## config.mk

```make
export PLATFORM = sky130hd
export DESIGN_NAME = pipe_stage_skid
export DESIGN_NICKNAME = d
export VERILOG_FILES = /design/src/rtl/pipe_pkg.sv /design/src/rtl/pipe_stage_skid_sat_counter.sv /design/src/rtl/pipe_stage_skid.sv
export SDC_FILE = /design/constraint.sdc
export NUM_CORES = 1
export LEC_CHECK = 0
export ABC_AREA = 0
export BUFFER_PORTS_ARGS = -buffer_cell sky130_fd_sc_hd__buf_2
export CAP_MARGIN = 25
export CORE_MARGIN = 1.5
export CORE_UTILIZATION = 54
export DETAILED_ROUTE_END_ITERATION = 8
export PLACE_DENSITY_LB_ADDON = 0.12
export SLEW_MARGIN = 20
export SYNTH_ARGS = -nofsm -noshare
export SYNTH_HDL_FRONTEND = slang
export SYNTH_HIERARCHICAL = 1
export SYNTH_SLANG_ARGS = --single-unit
```

## constraint.sdc

```tcl
create_clock -name clk -period 4.2 [get_ports clk]
set_clock_uncertainty 0.2 [all_clocks]
set_input_delay 0.63 -clock clk [delete_from_list [all_inputs] [get_ports clk]]
set_output_delay 0.63 -clock clk [all_outputs]
set_load 0.01 [all_outputs]
```

## src/rtl/pipe_pkg.sv

```systemverilog
// Shared types for the elastic pipeline stage: occupancy states and a helper
// that maps a state to the number of live entries it holds.
package pipe_pkg;

    typedef enum logic [1:0] {
        ST_EMPTY = 2'd0,
        ST_BUSY  = 2'd1,
        ST_FULL  = 2'd2
    } stage_state_e;

    function automatic logic [1:0] live_entries(input stage_state_e s);
        case (s)
            ST_BUSY: return 2'd1;
            ST_FULL: return 2'd2;
            default: return 2'd0;
        endcase
    endfunction

endpackage

```

## src/rtl/pipe_stage_skid_sat_counter.sv

```systemverilog
// Saturating event counter: adds 0..2 per cycle, sticks at all-ones,
// synchronous clear.
module sat_counter #(
    parameter int W = 16
) (
    input  logic         clk,
    input  logic         clr,
    input  logic [1:0]   inc,
    output logic [W-1:0] cnt
);

    logic [W:0] sum;

    always_comb begin
        sum = {1'b0, cnt} + (W+1)'(inc);
    end

    always_ff @(posedge clk) begin
        if (clr) begin
            cnt <= '0;
        end else if (sum[W]) begin
            cnt <= '1;
        end else begin
            cnt <= sum[W-1:0];
        end
    end

endmodule

```

## src/rtl/pipe_stage_skid.sv

```systemverilog
// Elastic valid/ready pipeline register with optional 2-entry skid buffer,
// flush-to-bubble and saturating stall / flush-drop counters.
module pipe_stage_skid
    import pipe_pkg::*;
#(
    parameter int                DATA_W     = 32,
    parameter int                SKID       = 1,
    parameter logic [DATA_W-1:0] RESET_DATA = '0,
    parameter logic [DATA_W-1:0] FLUSH_DATA = '1,
    parameter int                CNT_W      = 16
) (
    input  logic              clk,
    input  logic              rst,
    input  logic              flush,
    input  logic              in_valid,
    output logic              in_ready,
    input  logic [DATA_W-1:0] in_data,
    output logic              out_valid,
    input  logic              out_ready,
    output logic [DATA_W-1:0] out_data,
    output logic [CNT_W-1:0]  stall_cnt,
    output logic [CNT_W-1:0]  flush_drop_cnt
);

    stage_state_e      state;
    stage_state_e      state_nxt;
    logic [DATA_W-1:0] main_q;
    logic              in_fire;
    logic              out_fire;
    logic              load_main;
    logic              main_from_skid;
    logic              load_skid;
    logic [1:0]        stall_inc;
    logic [1:0]        drop_inc;

    assign out_data = main_q;

    always_comb begin
        out_valid = (state != ST_EMPTY);
        // Without a skid entry, readiness must look through to the consumer.
        if (SKID != 0) begin
            in_ready = !rst && (state != ST_FULL);
        end else begin
            in_ready = !rst && (!out_valid || out_ready);
        end
        in_fire  = in_valid && in_ready;
        out_fire = out_valid && out_ready;

        state_nxt      = state;
        load_main      = 1'b0;
        main_from_skid = 1'b0;
        load_skid      = 1'b0;
        case (state)
            ST_EMPTY: begin
                if (in_fire) begin
                    state_nxt = ST_BUSY;
                    load_main = 1'b1;
                end
            end
            ST_BUSY: begin
                if (in_fire && out_fire) begin
                    load_main = 1'b1;
                end else if (in_fire) begin
                    state_nxt = ST_FULL;
                    load_skid = 1'b1;
                end else if (out_fire) begin
                    state_nxt = ST_EMPTY;
                end
            end
            ST_FULL: begin
                if (out_fire) begin
                    state_nxt      = ST_BUSY;
                    load_main      = 1'b1;
                    main_from_skid = 1'b1;
                end
            end
            default: state_nxt = ST_EMPTY;
        endcase

        stall_inc = {1'b0, out_valid && !out_ready && !flush};
        // An entry popped on the flush edge was delivered, so it is not a drop.
        drop_inc  = flush ? (live_entries(state) - {1'b0, out_fire}) : 2'd0;
    end

    generate
        if (SKID != 0) begin : g_skid
            logic [DATA_W-1:0] skid_q;

            always_ff @(posedge clk) begin
                if (rst) begin
                    state  <= ST_EMPTY;
                    main_q <= RESET_DATA;
                    skid_q <= RESET_DATA;
                end else if (flush) begin
                    state  <= ST_EMPTY;
                    main_q <= FLUSH_DATA;
                    skid_q <= FLUSH_DATA;
                end else begin
                    state <= state_nxt;
                    if (load_main) begin
                        main_q <= main_from_skid ? skid_q : in_data;
                    end
                    if (load_skid) begin
                        skid_q <= in_data;
                    end
                end
            end
        end else begin : g_single
            // FULL is unreachable here, so the skid controls never assert.
            logic unused_skid_ctl;
            assign unused_skid_ctl = load_skid ^ main_from_skid;

            always_ff @(posedge clk) begin
                if (rst) begin
                    state  <= ST_EMPTY;
                    main_q <= RESET_DATA;
                end else if (flush) begin
                    state  <= ST_EMPTY;
                    main_q <= FLUSH_DATA;
                end else begin
                    state <= state_nxt;
                    if (load_main) begin
                        main_q <= in_data;
                    end
                end
            end
        end
    endgenerate

    sat_counter #(.W(CNT_W)) u_stall_cnt (
        .clk (clk),
        .clr (rst),
        .inc (stall_inc),
        .cnt (stall_cnt)
    );

    sat_counter #(.W(CNT_W)) u_flush_drop_cnt (
        .clk (clk),
        .clr (rst),
        .inc (drop_inc),
        .cnt (flush_drop_cnt)
    );

endmodule

```

==> impl_metrics.py <==
metrics = {
    "outcome": {
        "outcome": "complete, no violations",
    },
    "clock_tree": {
        "cts_tree": "yes",
        "htreeDepth": 3,
        "cts_buffer_depth": 2,
        "cts-root-buf": "clkbuf_8",
        "ctsResizeCount": 0,
        "numCtsBuffers": 9,
        "post-cts-setup-buffer-count": 0,
        "clkTransAtPathRegs_ps": 100,
        "clkLatencyLatePin_ps": 360,
        "cts_hold_buf": 0,
        "cts.sinks": 98,
    },
    "logic_synthesis": {
        "ys_types": 45,
        "synthAdderAreaFrac": 0.0229,
        "synth_seq_cells": 98,
        "synthArstFlopShare": 0,
        "synth-compound-area-share": 0.240,
        "postSynthAreaPerCell_sq_um": 9.16,
        "muxShareOfSynthArea": 0.00223,
        "ys.flop_type": "dfxtp_1",
        "syn_area_sq_um": 4490,
        "syn_inst": 490,
        "synth_xor_area_frac": 0.0449,
        "synth_edf_count": 0,
        "synth_simple_gate_area_share": 0.192,
        "synth-warning-count": 6,
        "seq_area_frac_synth": 0.437,
        "synth_top_family_by_area": "compound AO/OA/AOI/OAI gates",
    },
    "run": {
        "maxCapViolations": 0,
    },
    "floorplan": {
        "start_util": 0.552,
        "die_w_um": 94.2,
        "die_h_um": 94.2,
        "dieArea_sq_um": 8870,
        "num_io_pins": 103,
        "fp-row-count": 33,
        "fp.coreArea_sq_um": 8130,
    },
    "setup_path": {
        "end_kind": "flop",
        "cp.required_ps": 4270,
        "reg2reg_depth": 11,
        "cp-start-kind": "flop",
        "path_max_fanout": 13,
        "startpoint": "state[1]",
        "critical_path_class": "reg2reg",
        "r2r_start": "state[1]",
        "timing.rr.end": "u_flush_drop_cnt/cnt[4]",
        "arrival_ps": 3440,
        "ff2ff_setup_slack_ps": 840,
    },
    "global_route": {
        "grt_max_degree": 68,
        "overflow": 0,
        "grt_usage": 0.224,
        "grt_antenna_before_repair": 0,
        "grt_pass1_wl_mm": 15.9,
        "grt_pass1_vias": 3443,
    },
    "hold_path": {
        "holdPathEnd": "g_skid.skid_q[11]",
        "min_from": "in_data[11]",
        "hold_class": "in2reg",
        "hold-path-cell-count": 3,
    },
    "drt": {
        "routed_via_density": 5.70,
        "drt_iter0_markers": 206,
        "post-route-drc-count": 0,
        "route.detailed.wl_per_inst_um": 14.8,
        "ant_nets": 0,
        "via_count": 3856,
        "drt-pass1-iter-count": 4,
        "routed_wirelength_mm": 9.99,
    },
    "layout": {
        "nets": 610,
        "areaGrowthSynthToFinish_pct": 14.5,
        "seq_area_sq_um": 1960,
        "layout-drive-gt1-share": 0.292,
        "fin_util": 0.632,
        "n_fill_cell": 730,
        "layoutNonFillerInstCount": 676,
        "multiInputGateArea_sq_um": 2260,
        "antenna_cells": 0,
    },
    "power": {
        "peakVddDrop_mv": 0.221,
        "pwr-share-clk": 0.326,
        "power_density_nw_per_um2": 361,
        "netSwitchingPower_uw": 496,
        "swShare": 0.268,
        "p_leak_nw": 2.17,
        "combPwrFrac": 0.127,
        "internal_power_mw": 1.36,
        "p_seq_frac": 0.547,
    },
    "timing": {
        "rsz0062_at_grt": "no",
        "period_needed_ps": 3360,
        "setup_tns_ps": 0,
        "drv_slew": 0,
        "worstMarginPinSlew_ps": 891,
        "max-slew-margin-rel": 0.406,
        "fin_crit_sh": 0.801,
        "hold_viol_final": 0,
        "setup_ws_ps": 838,
        "fmax_ghz": 0.297,
        "setup_viol": 0,
    },
    "placement": {
        "placed_cells": 660,
        "port_buffers": 102,
        "dp_worst_setup_slack_ps": 783,
        "place.gp.congestion": 0.810,
        "hpwl_mm": 6.21,
    },
}
power by group through the flow:
stage | registers, mW | clock network, mW | logic (mW)
after CTS | 1.01 | 0.622 | 0.237
after floorplan | 1.05 | 0 | 0.152
after detailed placement | 1.04 | 0 | 0.236
after global routing | 1.02 | 0.653 | 0.261
after global placement | 1.03 | 0 | 0.230
final | 1.01 | 0.604 | 0.236
critical path: stages (launching register included):
cell      delay, ps
dfxtp_1         390
or2_2           350
and2_1          170
ha_1            280
nor2b_1         120
ha_1            180
inv_1            60
fa_1            410
nand3b_2        270
nor4_4          410
nand3_4         240
a21oi_1         210
layout make-up:
type                    instances  share of cell area
clock buffers                   9              0.0241
clock inverters                 7              0.0134
inverters                      12             0.00877
multi-input cells             339               0.441
flip-flops and latches         98               0.382
well taps                     105              0.0256
repair buffers                106               0.106
worst max path at each step:
stage / slack [ps] / endpoint / cells past startpoint
3_5_place_dp: 780 / u_flush_drop_cnt/cnt[4] / 11
5_1_grt: 650 / u_flush_drop_cnt/cnt[4] / 11
2_1_floorplan: 990 / u_flush_drop_cnt/cnt[10] / 11
6_report: 840 / u_flush_drop_cnt/cnt[4] / 11
4_1_cts: 830 / u_flush_drop_cnt/cnt[4] / 11
3_3_place_gp: 910 / u_flush_drop_cnt/cnt[0] / 11
stage by stage:
stage	cell area, sq um	power (mW)	hold WS [ps]
4_1_cts	5140	1.87	299
3_3_place_gp	4940	1.26	288
2_1_floorplan	4490	1.20	280
3_5_place_dp	4950	1.27	297
6_report	5140	1.85	314
5_1_grt	5140	1.94	315
logic make-up after synthesis:
group                    Yosys count
AND/OR/NAND/NOR                  170
AO/OA/AOI/OAI                    136
flip-flops                        98
buffers and inverters             54
XOR/XNOR                          23
adder cells (fa/ha/maj)            7
other                              1
multiplexers                       1
flip-flops by register name (all words and copies together), names as in the netlist:
register,cells
g_skid.skid_q,32
out_data,32
u_flush_drop_cnt/cnt,16
u_stall_cnt/cnt,16
state,2
cells in the mapped netlist, drive strengths merged, types with 2 or more instances:
library cell	count	area share
a211oi	3	0.0050
a21oi	60	0.067
a311oi	34	0.11
a31oi	4	0.0056
and2	2	0.0028
and3	4	0.0056
and3b	3	0.0059
and4b	2	0.0045
buf	19	0.030
clkbuf	23	0.020
dfxtp	98	0.44
fa	2	0.0089
ha	5	0.014
inv	12	0.010
nand2	40	0.033
nand3	8	0.017
nand3b	3	0.0067
nand4	4	0.0056
nor2	72	0.060
nor2b	4	0.0056
nor3	10	0.011
nor3b	3	0.0050
nor4	8	0.018
o22ai	31	0.043
or2	2	0.0028
or2b	2	0.0033
xnor2	19	0.037
xor2	4	0.0078
layer usage:
metal / vias to the layer above / share of wire / track usage
met1: 1841 / 0.46 / 0.290
met5: - / 0 / 0
met3: 10 / 0.045 / 0.0380
met4: 0 / 0.012 / 0.0746
met2: 99 / 0.48 / 0.376
li1: 1906 / - / -
placed cells by master, fill, tap and decap left out, drive strengths merged, types with 3 or more instances in the layout:
master / instances
xnor2: 19
and3b: 3
nor2: 72
a311oi: 34
ha: 5
buf: 106
xor2: 4
nand3b: 3
a211oi: 3
a21oi: 60
a31oi: 4
nor3: 10
nand4: 4
nor2b: 4
nand2: 40
inv: 13
dfxtp: 98
nor4: 8
nor3b: 3
clkinv: 3
nand3: 8
o22ai: 31
and3: 4
clkbuf: 9
Power figures use the tool's default switching activity.
